<file path="src/rtl/sa_ctrl_pkg.sv">
// Shared definitions for the systolic job arbiter: FSM states, default
// array geometry and the helper used to size flattened matrix buses.
package sa_ctrl_pkg;

  typedef enum logic [2:0] {
    ST_IDLE  = 3'd0,
    ST_GRANT = 3'd1,
    ST_ISSUE = 3'd2,
    ST_WAIT  = 3'd3,
    ST_RESP  = 3'd4
  } sa_state_e;

  localparam int unsigned SA_ARRAY_SIZE      = 2;
  localparam int unsigned SA_DATA_WIDTH      = 16;
  localparam int unsigned SA_WEIGHT_WIDTH    = 8;
  localparam int unsigned SA_TIMEOUT_DEFAULT = 64;

  // Width of a square dim x dim matrix of w-bit elements, flattened.
  function automatic int unsigned mat_flat_w(input int unsigned dim, input int unsigned w);
    return dim * dim * w;
  endfunction

  localparam int unsigned SA_A_FLAT_W = mat_flat_w(SA_ARRAY_SIZE, SA_DATA_WIDTH);
  localparam int unsigned SA_B_FLAT_W = mat_flat_w(SA_ARRAY_SIZE, SA_WEIGHT_WIDTH);
  localparam int unsigned SA_R_FLAT_W = SA_A_FLAT_W;

endpackage

</file>
<file path="src/rtl/rr_arbiter.sv">
// Combinational round-robin pick: first asserted request after last_grant_i,
// wrapping modulo NUM_REQ. Produces both one-hot and binary grant.
module rr_arbiter #(
  parameter int unsigned NUM_REQ  = 4,
  parameter int unsigned ID_WIDTH = 2
) (
  input  logic [NUM_REQ-1:0]  req_i,
  input  logic [ID_WIDTH-1:0] last_grant_i,
  output logic                any_o,
  output logic [NUM_REQ-1:0]  gnt_oh_o,
  output logic [ID_WIDTH-1:0] gnt_idx_o
);

  // Scan last_grant+1 .. last_grant+NUM_REQ and take the first hit.
  always_comb begin
    int unsigned idx;
    logic        found;
    idx       = 0;
    found     = 1'b0;
    any_o     = 1'b0;
    gnt_oh_o  = '0;
    gnt_idx_o = '0;
    for (int unsigned k = 1; k <= NUM_REQ; k++) begin
      idx = (32'(last_grant_i) + k) % NUM_REQ;
      if (!found && req_i[idx]) begin
        found          = 1'b1;
        any_o          = 1'b1;
        gnt_oh_o[idx]  = 1'b1;
        gnt_idx_o      = ID_WIDTH'(idx);
      end
    end
  end

endmodule

</file>
<file path="src/rtl/systolic_job_arbiter.sv">
// Shares one systolic array between NUM_REQ requesters. Round-robin grant,
// operand latch, start pulse, done wait with watchdog, tagged response.
module systolic_job_arbiter
  import sa_ctrl_pkg::*;
#(
  parameter int unsigned NUM_REQ        = 4,
  parameter int unsigned ID_WIDTH       = 2,
  parameter int unsigned ARRAY_SIZE     = SA_ARRAY_SIZE,
  parameter int unsigned DATA_WIDTH     = SA_DATA_WIDTH,
  parameter int unsigned WEIGHT_WIDTH   = SA_WEIGHT_WIDTH,
  parameter int unsigned TIMEOUT_CYCLES = SA_TIMEOUT_DEFAULT
) (
  input  logic                                              clk,
  input  logic                                              rst,
  input  logic [NUM_REQ-1:0]                                req_valid,
  output logic [NUM_REQ-1:0]                                req_ready,
  input  logic [NUM_REQ*DATA_WIDTH*ARRAY_SIZE*ARRAY_SIZE-1:0]   req_a_flat,
  input  logic [NUM_REQ*WEIGHT_WIDTH*ARRAY_SIZE*ARRAY_SIZE-1:0] req_b_flat,
  output logic                                              rsp_valid,
  input  logic                                              rsp_ready,
  output logic [ID_WIDTH-1:0]                               rsp_id,
  output logic [DATA_WIDTH*ARRAY_SIZE*ARRAY_SIZE-1:0]       rsp_data,
  output logic                                              rsp_error,
  output logic                                              sa_start,
  output logic [DATA_WIDTH*ARRAY_SIZE*ARRAY_SIZE-1:0]       sa_matrix_a_flat,
  output logic [WEIGHT_WIDTH*ARRAY_SIZE*ARRAY_SIZE-1:0]     sa_matrix_b_flat,
  input  logic                                              sa_done,
  input  logic [DATA_WIDTH*ARRAY_SIZE*ARRAY_SIZE-1:0]       sa_result_flat,
  output logic                                              busy
);

  localparam int unsigned A_W = mat_flat_w(ARRAY_SIZE, DATA_WIDTH);
  localparam int unsigned B_W = mat_flat_w(ARRAY_SIZE, WEIGHT_WIDTH);
  localparam int unsigned R_W = A_W;
  localparam int unsigned TW  = $clog2(TIMEOUT_CYCLES);
  localparam logic [TW-1:0] T_LAST = TW'(TIMEOUT_CYCLES - 1);

  sa_state_e           state_q, state_d;
  logic [NUM_REQ-1:0]  req_ready_q, req_ready_d;
  logic [ID_WIDTH-1:0] grant_idx_q, grant_idx_d;
  logic [ID_WIDTH-1:0] last_grant_q, last_grant_d;
  logic [ID_WIDTH-1:0] job_id_q, job_id_d;
  logic [A_W-1:0]      a_q, a_d;
  logic [B_W-1:0]      b_q, b_d;
  logic                sa_start_q, sa_start_d;
  logic [TW-1:0]       timer_q, timer_d;
  logic                rsp_valid_q, rsp_valid_d;
  logic [ID_WIDTH-1:0] rsp_id_q, rsp_id_d;
  logic [R_W-1:0]      rsp_data_q, rsp_data_d;
  logic                rsp_error_q, rsp_error_d;
  logic                busy_q, busy_d;

  logic                arb_any;
  logic [NUM_REQ-1:0]  arb_oh;
  logic [ID_WIDTH-1:0] arb_idx;

  rr_arbiter #(
    .NUM_REQ  (NUM_REQ),
    .ID_WIDTH (ID_WIDTH)
  ) u_arb (
    .req_i        (req_valid),
    .last_grant_i (last_grant_q),
    .any_o        (arb_any),
    .gnt_oh_o     (arb_oh),
    .gnt_idx_o    (arb_idx)
  );

  // Next-state and next-output logic; every output is produced from a register.
  always_comb begin
    state_d      = state_q;
    req_ready_d  = '0;
    grant_idx_d  = grant_idx_q;
    last_grant_d = last_grant_q;
    job_id_d     = job_id_q;
    a_d          = a_q;
    b_d          = b_q;
    sa_start_d   = 1'b0;
    timer_d      = timer_q;
    rsp_valid_d  = rsp_valid_q;
    rsp_id_d     = rsp_id_q;
    rsp_data_d   = rsp_data_q;
    rsp_error_d  = rsp_error_q;

    unique case (state_q)
      ST_IDLE: begin
        if (arb_any) begin
          req_ready_d = arb_oh;
          grant_idx_d = arb_idx;
          state_d     = ST_GRANT;
        end
      end
      ST_GRANT: begin
        a_d          = req_a_flat[32'(grant_idx_q) * A_W +: A_W];
        b_d          = req_b_flat[32'(grant_idx_q) * B_W +: B_W];
        job_id_d     = grant_idx_q;
        last_grant_d = grant_idx_q;
        sa_start_d   = 1'b1;
        state_d      = ST_ISSUE;
      end
      ST_ISSUE: begin
        timer_d = '0;
        state_d = ST_WAIT;
      end
      ST_WAIT: begin
        // Done is checked first so it wins over a coincident timeout.
        if (sa_done) begin
          rsp_valid_d = 1'b1;
          rsp_id_d    = job_id_q;
          rsp_data_d  = sa_result_flat;
          rsp_error_d = 1'b0;
          state_d     = ST_RESP;
        end else if (timer_q == T_LAST) begin
          rsp_valid_d = 1'b1;
          rsp_id_d    = job_id_q;
          rsp_data_d  = '0;
          rsp_error_d = 1'b1;
          state_d     = ST_RESP;
        end else begin
          timer_d = timer_q + TW'(1);
        end
      end
      ST_RESP: begin
        if (rsp_ready) begin
          rsp_valid_d = 1'b0;
          state_d     = ST_IDLE;
        end
      end
      default: state_d = ST_IDLE;
    endcase

    busy_d = (state_d != ST_IDLE);
  end

  // State and output registers with asynchronous reset.
  always_ff @(posedge clk or posedge rst) begin
    if (rst) begin
      state_q      <= ST_IDLE;
      req_ready_q  <= '0;
      grant_idx_q  <= '0;
      last_grant_q <= ID_WIDTH'(NUM_REQ - 1);
      job_id_q     <= '0;
      a_q          <= '0;
      b_q          <= '0;
      sa_start_q   <= 1'b0;
      timer_q      <= '0;
      rsp_valid_q  <= 1'b0;
      rsp_id_q     <= '0;
      rsp_data_q   <= '0;
      rsp_error_q  <= 1'b0;
      busy_q       <= 1'b0;
    end else begin
      state_q      <= state_d;
      req_ready_q  <= req_ready_d;
      grant_idx_q  <= grant_idx_d;
      last_grant_q <= last_grant_d;
      job_id_q     <= job_id_d;
      a_q          <= a_d;
      b_q          <= b_d;
      sa_start_q   <= sa_start_d;
      timer_q      <= timer_d;
      rsp_valid_q  <= rsp_valid_d;
      rsp_id_q     <= rsp_id_d;
      rsp_data_q   <= rsp_data_d;
      rsp_error_q  <= rsp_error_d;
      busy_q       <= busy_d;
    end
  end

  assign req_ready        = req_ready_q;
  assign rsp_valid        = rsp_valid_q;
  assign rsp_id           = rsp_id_q;
  assign rsp_data         = rsp_data_q;
  assign rsp_error        = rsp_error_q;
  assign sa_start         = sa_start_q;
  assign sa_matrix_a_flat = a_q;
  assign sa_matrix_b_flat = b_q;
  assign busy             = busy_q;

endmodule

</file>
<file path="config.mk">
export PLATFORM = sky130hd
export DESIGN_NAME = systolic_job_arbiter
export DESIGN_NICKNAME = d
export VERILOG_FILES = /design/src/rtl/sa_ctrl_pkg.sv /design/src/rtl/rr_arbiter.sv /design/src/rtl/systolic_job_arbiter.sv
export SDC_FILE = /design/constraint.sdc
export NUM_CORES = 1
export LEC_CHECK = 0
export ABC_AREA = 1
export CELL_PAD_IN_SITES_DETAIL_PLACEMENT = 0
export CELL_PAD_IN_SITES_GLOBAL_PLACEMENT = 1
export CORE_AREA = 2 2 244 246
export CTS_BUF_LIST = sky130_fd_sc_hd__clkbuf_2
export DETAILED_ROUTE_END_ITERATION = 8
export DIE_AREA = 0 0 246 248
export PLACE_DENSITY = 0.59
export SYNTH_ARGS = -nofsm -noshare
export SYNTH_HDL_FRONTEND = slang
export SYNTH_SLANG_ARGS = --single-unit
</file>
<file path="constraint.sdc">
create_clock -name clk -period 8 [get_ports clk]
set_input_delay 1.6 -clock clk [delete_from_list [all_inputs] [get_ports clk]]
set_output_delay 1.6 -clock clk [all_outputs]
set_load 0.005 [all_outputs]
</file>
### Yosys cells after proc, flatten, opt, wreduce, memory -nomap -nowiden

Cells that the tools add are included.

| word-level totals | value |
|---|---|
| flip-flop bits (word level) | 185 |
| bits in latches | 0 |
| RAM bits | 0 |
| ROM bits | 0 |
| bits of input ports | 456 |
| memories | 0 |

| operators by class | value |
|---|---|
| $add $sub $neg | 5 |
| $mul | 0 |
| divide/modulo/power cells | 0 |
| magnitude comparators | 8 |
| equality and inequality tests | 9 |
| shift operators | 2 |
| multiplexer cells | 48 |
| bitwise gates (word level) | 3 |
| reductions and logical operators | 19 |

Operator list:

| cell | number |
|---|---|
| $shiftx 256x9->64 | 1 |
| $mux 64 | 2 |
| $shiftx 128x8->32 | 1 |
| $mux 4 | 6 |
| $mux 1 | 17 |
| $pmux 3 s5 | 1 |
| $lt 2x3->1 const B | 4 |
| $mux 2 | 6 |
| $mux 3 | 4 |
| $mux 6 | 2 |
| $or 4x4->4 | 3 |
| $pmux 6 s2 | 1 |
| $bmux 1 s2 | 4 |
| $demux 1 s2 | 4 |
| $ge 2x1->1 const B | 4 |
| $logic_and 1x1->1 | 7 |
| $add 6x1->6 const B | 1 |
| $eq 3x2->1 const B | 2 |
| $eq 6x6->1 const B | 1 |
| $ne 2x2->1 const B | 3 |
| $reduce_and 3->1 | 2 |
| $reduce_bool 2->1 | 3 |
| $add 2x1->2 const B | 2 |
| $add 2x2->2 const B | 2 |
| 8 further kinds | 11 |

### Depth between registers and ports, before layout

| logic depth | value |
|---|---|
| word-level depth | 16 |
| mapped depth | 12 |
| mapped depth without buffers | 10 |

### Modules after synthesis

A second synthesis with hierarchy kept.

| unflattened totals | value |
|---|---|
| cells, all modules | 1419 |
| area total of the unflattened synthesis | 10262.3 um^2 |

Modules (own cells, without submodules):

| module | times used | cells each | area each (um^2) | sequential area each (um^2) |
|---|---|---|---|---|
| systolic_job_arbiter | 1 | 1345 | 9804.4 | 4631.9 |
| rr_arbiter | 1 | 74 | 457.9 | 0.0 |

### Least setup slack after synthesis

No wires, ideal clock.

| timing path | value |
|---|---|
| kind | input -> register |
| start | in sa_done |
| end | reg rsp_data_q[0], in the netlist rsp_data[0] |
| arrival time | 2.369 ns |
| required time | 7.879 ns |
| path slack | 5.510 ns |
| stages on the path | 8 |
| path buffers | 2 |
| cells stage by stage | inv_1 > nor2_1 > inv_1 > nand2_1 > inv_2 > buf_6 > buf_6 > a22o_1 |

| between the ends | value |
|---|---|
| word-level cells in the longest chain between the ends | 2 |
| elaborated cells on any way between the ends | 3 |
| those cells by class | 1 x mux; 2 x reduce/logical |

Ends and longest elaborated chain:

| what | line | source |
|---|---|---|
| start: declaration | systolic_job_arbiter.sv:27 | `input logic sa_done,` |
| $reduce_bool 2->1 (no line) | n/a |  |
| $reduce_and 2->1 (no line) | n/a |  |
| end signal: assignment | systolic_job_arbiter.sv:163 | `rsp_data_q <= rsp_data_d;` |
| end: declaration | systolic_job_arbiter.sv:49 | `logic [R_W-1:0] rsp_data_q, rsp_data_d;` |

Parallel ways exist; a longest one is shown, timed or not.
A chain may end at the register's enable or synchronous reset.

### Worst setup path after layout

| timing path | value |
|---|---|
| start | reg rsp_data_q[36], in the netlist rsp_data[36] |
| end | out rsp_data[36] |

RTL lines:

| what | line | source |
|---|---|---|
| end: declaration | systolic_job_arbiter.sv:22 | `output logic [DATA_WIDTH*ARRAY_SIZE*ARRAY_SIZE-1:0] rsp_data,` |

No word-level cell between the ends.

==> results.yml <==
clock_tree:
  htree_num_levels: 4
  tritoncts: "done"
  clock_sinks: 185
  cts_resized: 0
  clockBufferDepth: 2
  cts_setup_buffers: 0
  insertion_delay_ns: 1.13
  cts.clk_slew.worst_paths_ns: 0.44
  numCtsBuffers: 17
  root_buffer: "clkbuf_2"
  cts_hold_buf: 0
pwr:
  p_leak_nw: 6.87
  power.total_mw: 5.68
  max-vdd-ir-drop_uv: 145
  p_per_area_mw_per_mm2: 332
logic_synthesis:
  async_flop_share_pct: 100
  seq_area_frac_synth_pct: 46.5
  ys_ff_latch: 185
  ys.flop_type: "dfrtp_1"
  synth_edf_count: 0
  synth.distinct_cells: 26
  synth_nets: 1767
  ys_warn_count: 0
  netlist_area_sq_mm: 0.00995
  postSynthAreaPerCell_sq_um: 7.64
  syn_inst: 1302
routing:
  vias: 11200
  drt_wl_total_um: 50900
  wl_per_cell_um: 19.2
  drt_iter0_drc: 583
  drc_errors: 0
  ant_nets: 0
  first_pass_iters: 5
  avgViaCountPerCell: 4.22
sta:
  slew_headroom_pct: 16.0
  fin_skew_ns: 0.0977
  tightest_slew_ns: 1.26
  fin_setup_tns_ns: 0
  period_needed_ns: 3.77
  rsz0062_at_grt: "false"
  hold_violations: 0
  period_share_pct: 47.1
  drv_slew: 0
  setup_violations: 0
  fmax_mhz: 266
worst_setup_path:
  ff2ff_setup_slack_ns: 4.78
  cp_max_fo: 2
  worstPathArrival_ns: 2.17
  worst-path-buf-inv: 1
  cp.required_ns: 6.40
  endpoint_kind: "output pin"
  slowest_delay_ns: 0.58
  cp-start-kind: "register"
  worst_path_dominant_cell_family: "buffers and inverters"
  worstPathCellList: "clkdlybuf4s50_1"
  slowest_stage: "clkdlybuf4s50_1"
  path_class: "register to output pin"
  ff2ff_path_depth: 4
  path_depth: 1
die:
  start_util_pct: 17.0
  die-area_sq_mm: 0.0610
  die_h_um: 248
  pin_count: 626
  core_sq_mm: 0.0585
  rows: 89
  die_w_um: 246
hold_path:
  min-delay-path-class: "register to register"
  hold_depth: 2
place:
  place_hpwl_um: 37700
  dp_cells: 2609
  port_buffers: 625
  routabilityCongestion: 0.846
job:
  cap_viol_max_count: 0
global_routing:
  grt_pass1_vias: 11100
  grt_pass1_wl_um: 72000
  grt_antenna_before_repair: 6
  grt_max_degree: 106
  grt-ovfl-total: 0
  grt_usage_pct: 16.0
layout:
  syn2layout_area_growth_pct: 72.0
  final_cell_count_no_fill: 2649
  mostFrequentLayoutCells: "625 x clkdlybuf4s50_1, 500 x nor2_1, 201 x o21ai_0"
  layout.nets: 2320
  drive_gt1_share_pct: 3.48
  mostFrequentLayoutCell: "clkdlybuf4s50_1"
outcome:
  status: "finished clean"
flip-flops by register name (all words and copies together) (netlist names):
name,flops
job_id_q,2
timer_q,6
sa_matrix_b_flat,32
sa_matrix_a_flat,64
grant_idx_q,2
rsp_data,64
req_ready,4
last_grant_q,2
rsp_error,1
state_q,3
busy,1
rsp_id,2
sa_start,1
rsp_valid,1
layer usage:
| layer | vias to the layer above | wire [um] | track usage, % |
|---|---|---|---|
| met1 | 5222 | 20900 | 19.1 |
| li1 | 5511 | - | - |
| met4 | 4 | 1130 | 5.35 |
| met3 | 57 | 4140 | 5.74 |
| met2 | 394 | 24700 | 26.6 |
| met5 | - | 23 | 0 |
stage by stage:
step	utilization, %	hold slack (ns)	setup slack (ns)	cell area, sq um
final	29.3	0.533	4.23	17100
after global routing	29.3	0.556	4.06	17100
after CTS	29.2	0.537	4.06	17100
after detailed placement	28.7	0.481	3.92	16800
after global placement	28.7	0.482	3.93	16800
after floorplan	-	0.475	1.37	9950
logic make-up after synthesis:
| family | synth area share (%) |
|---|---|
| buffers and inverters | 6.32 |
| muxes | 0.101 |
| AOI/OAI and AO/OA | 22.5 |
| adders and majority gates | 1.13 |
| and+or+nand+nor | 23.4 |
| DFF | 46.5 |
path summary, 6_finish.rpt:
kind | startpoint | endpoint
worst max-delay path | rsp_data[36]$_DFFE_PP0P_ | rsp_data[36]
worst min register to register | rsp_error$_DFFE_PP0P_ | rsp_error$_DFFE_PP0P_
worst min-delay path | rsp_error$_DFFE_PP0P_ | rsp_error$_DFFE_PP0P_
max in group asynchronous | rst | grant_idx_q[1]$_DFFE_PP0P_
worst max register to register | grant_idx_q[0]$_DFFE_PP0P_ | sa_matrix_a_flat[62]$_DFFE_PP0P_
min in group asynchronous | rst | rsp_data[33]$_DFFE_PP0P_
power breakdown:
group | total [mW] | internal [mW] | switching, mW
Clock | 0.604 | 0.128 | 0.476
Sequential | 1.72 | 1.39 | 0.339
Combinational | 3.35 | 1.58 | 1.77
cell usage after synthesis (9+ instances only):
cell type | n | area share, %
ha_1 | 9 | 1.1
nor2_1 | 501 | 19
o21ai_0 | 201 | 10
nand2_1 | 52 | 2.0
a31oi_1 | 97 | 6.1
nand4_1 | 9 | 0.57
dfrtp_1 | 183 | 46
a22o_1 | 64 | 5.6
nand3_1 | 20 | 1.0
inv_1 | 30 | 1.1
clkbuf_1 | 36 | 1.4
buf_2 | 59 | 3.0
area by class of cell:
cell class              count  area (sq um)
multi-input cells         979          4700
fillers                  6351         41300
diodes                      8          20.0
flip-flops and latches    185          4640
repair buffers            636          6340
clock inverters            15           218
well taps                 773           967
clock buffers              17          85.1
inverters                  36           148
worst register-to-register path, delay by kind of cell, from the launching register on:
family,cells,cell delay [ns]
buffers and inverters,2,1.69
DFF,1,0.74
AOI/OAI and AO/OA,2,0.73
No activity file was read; power rests on OpenSTA's default activity.
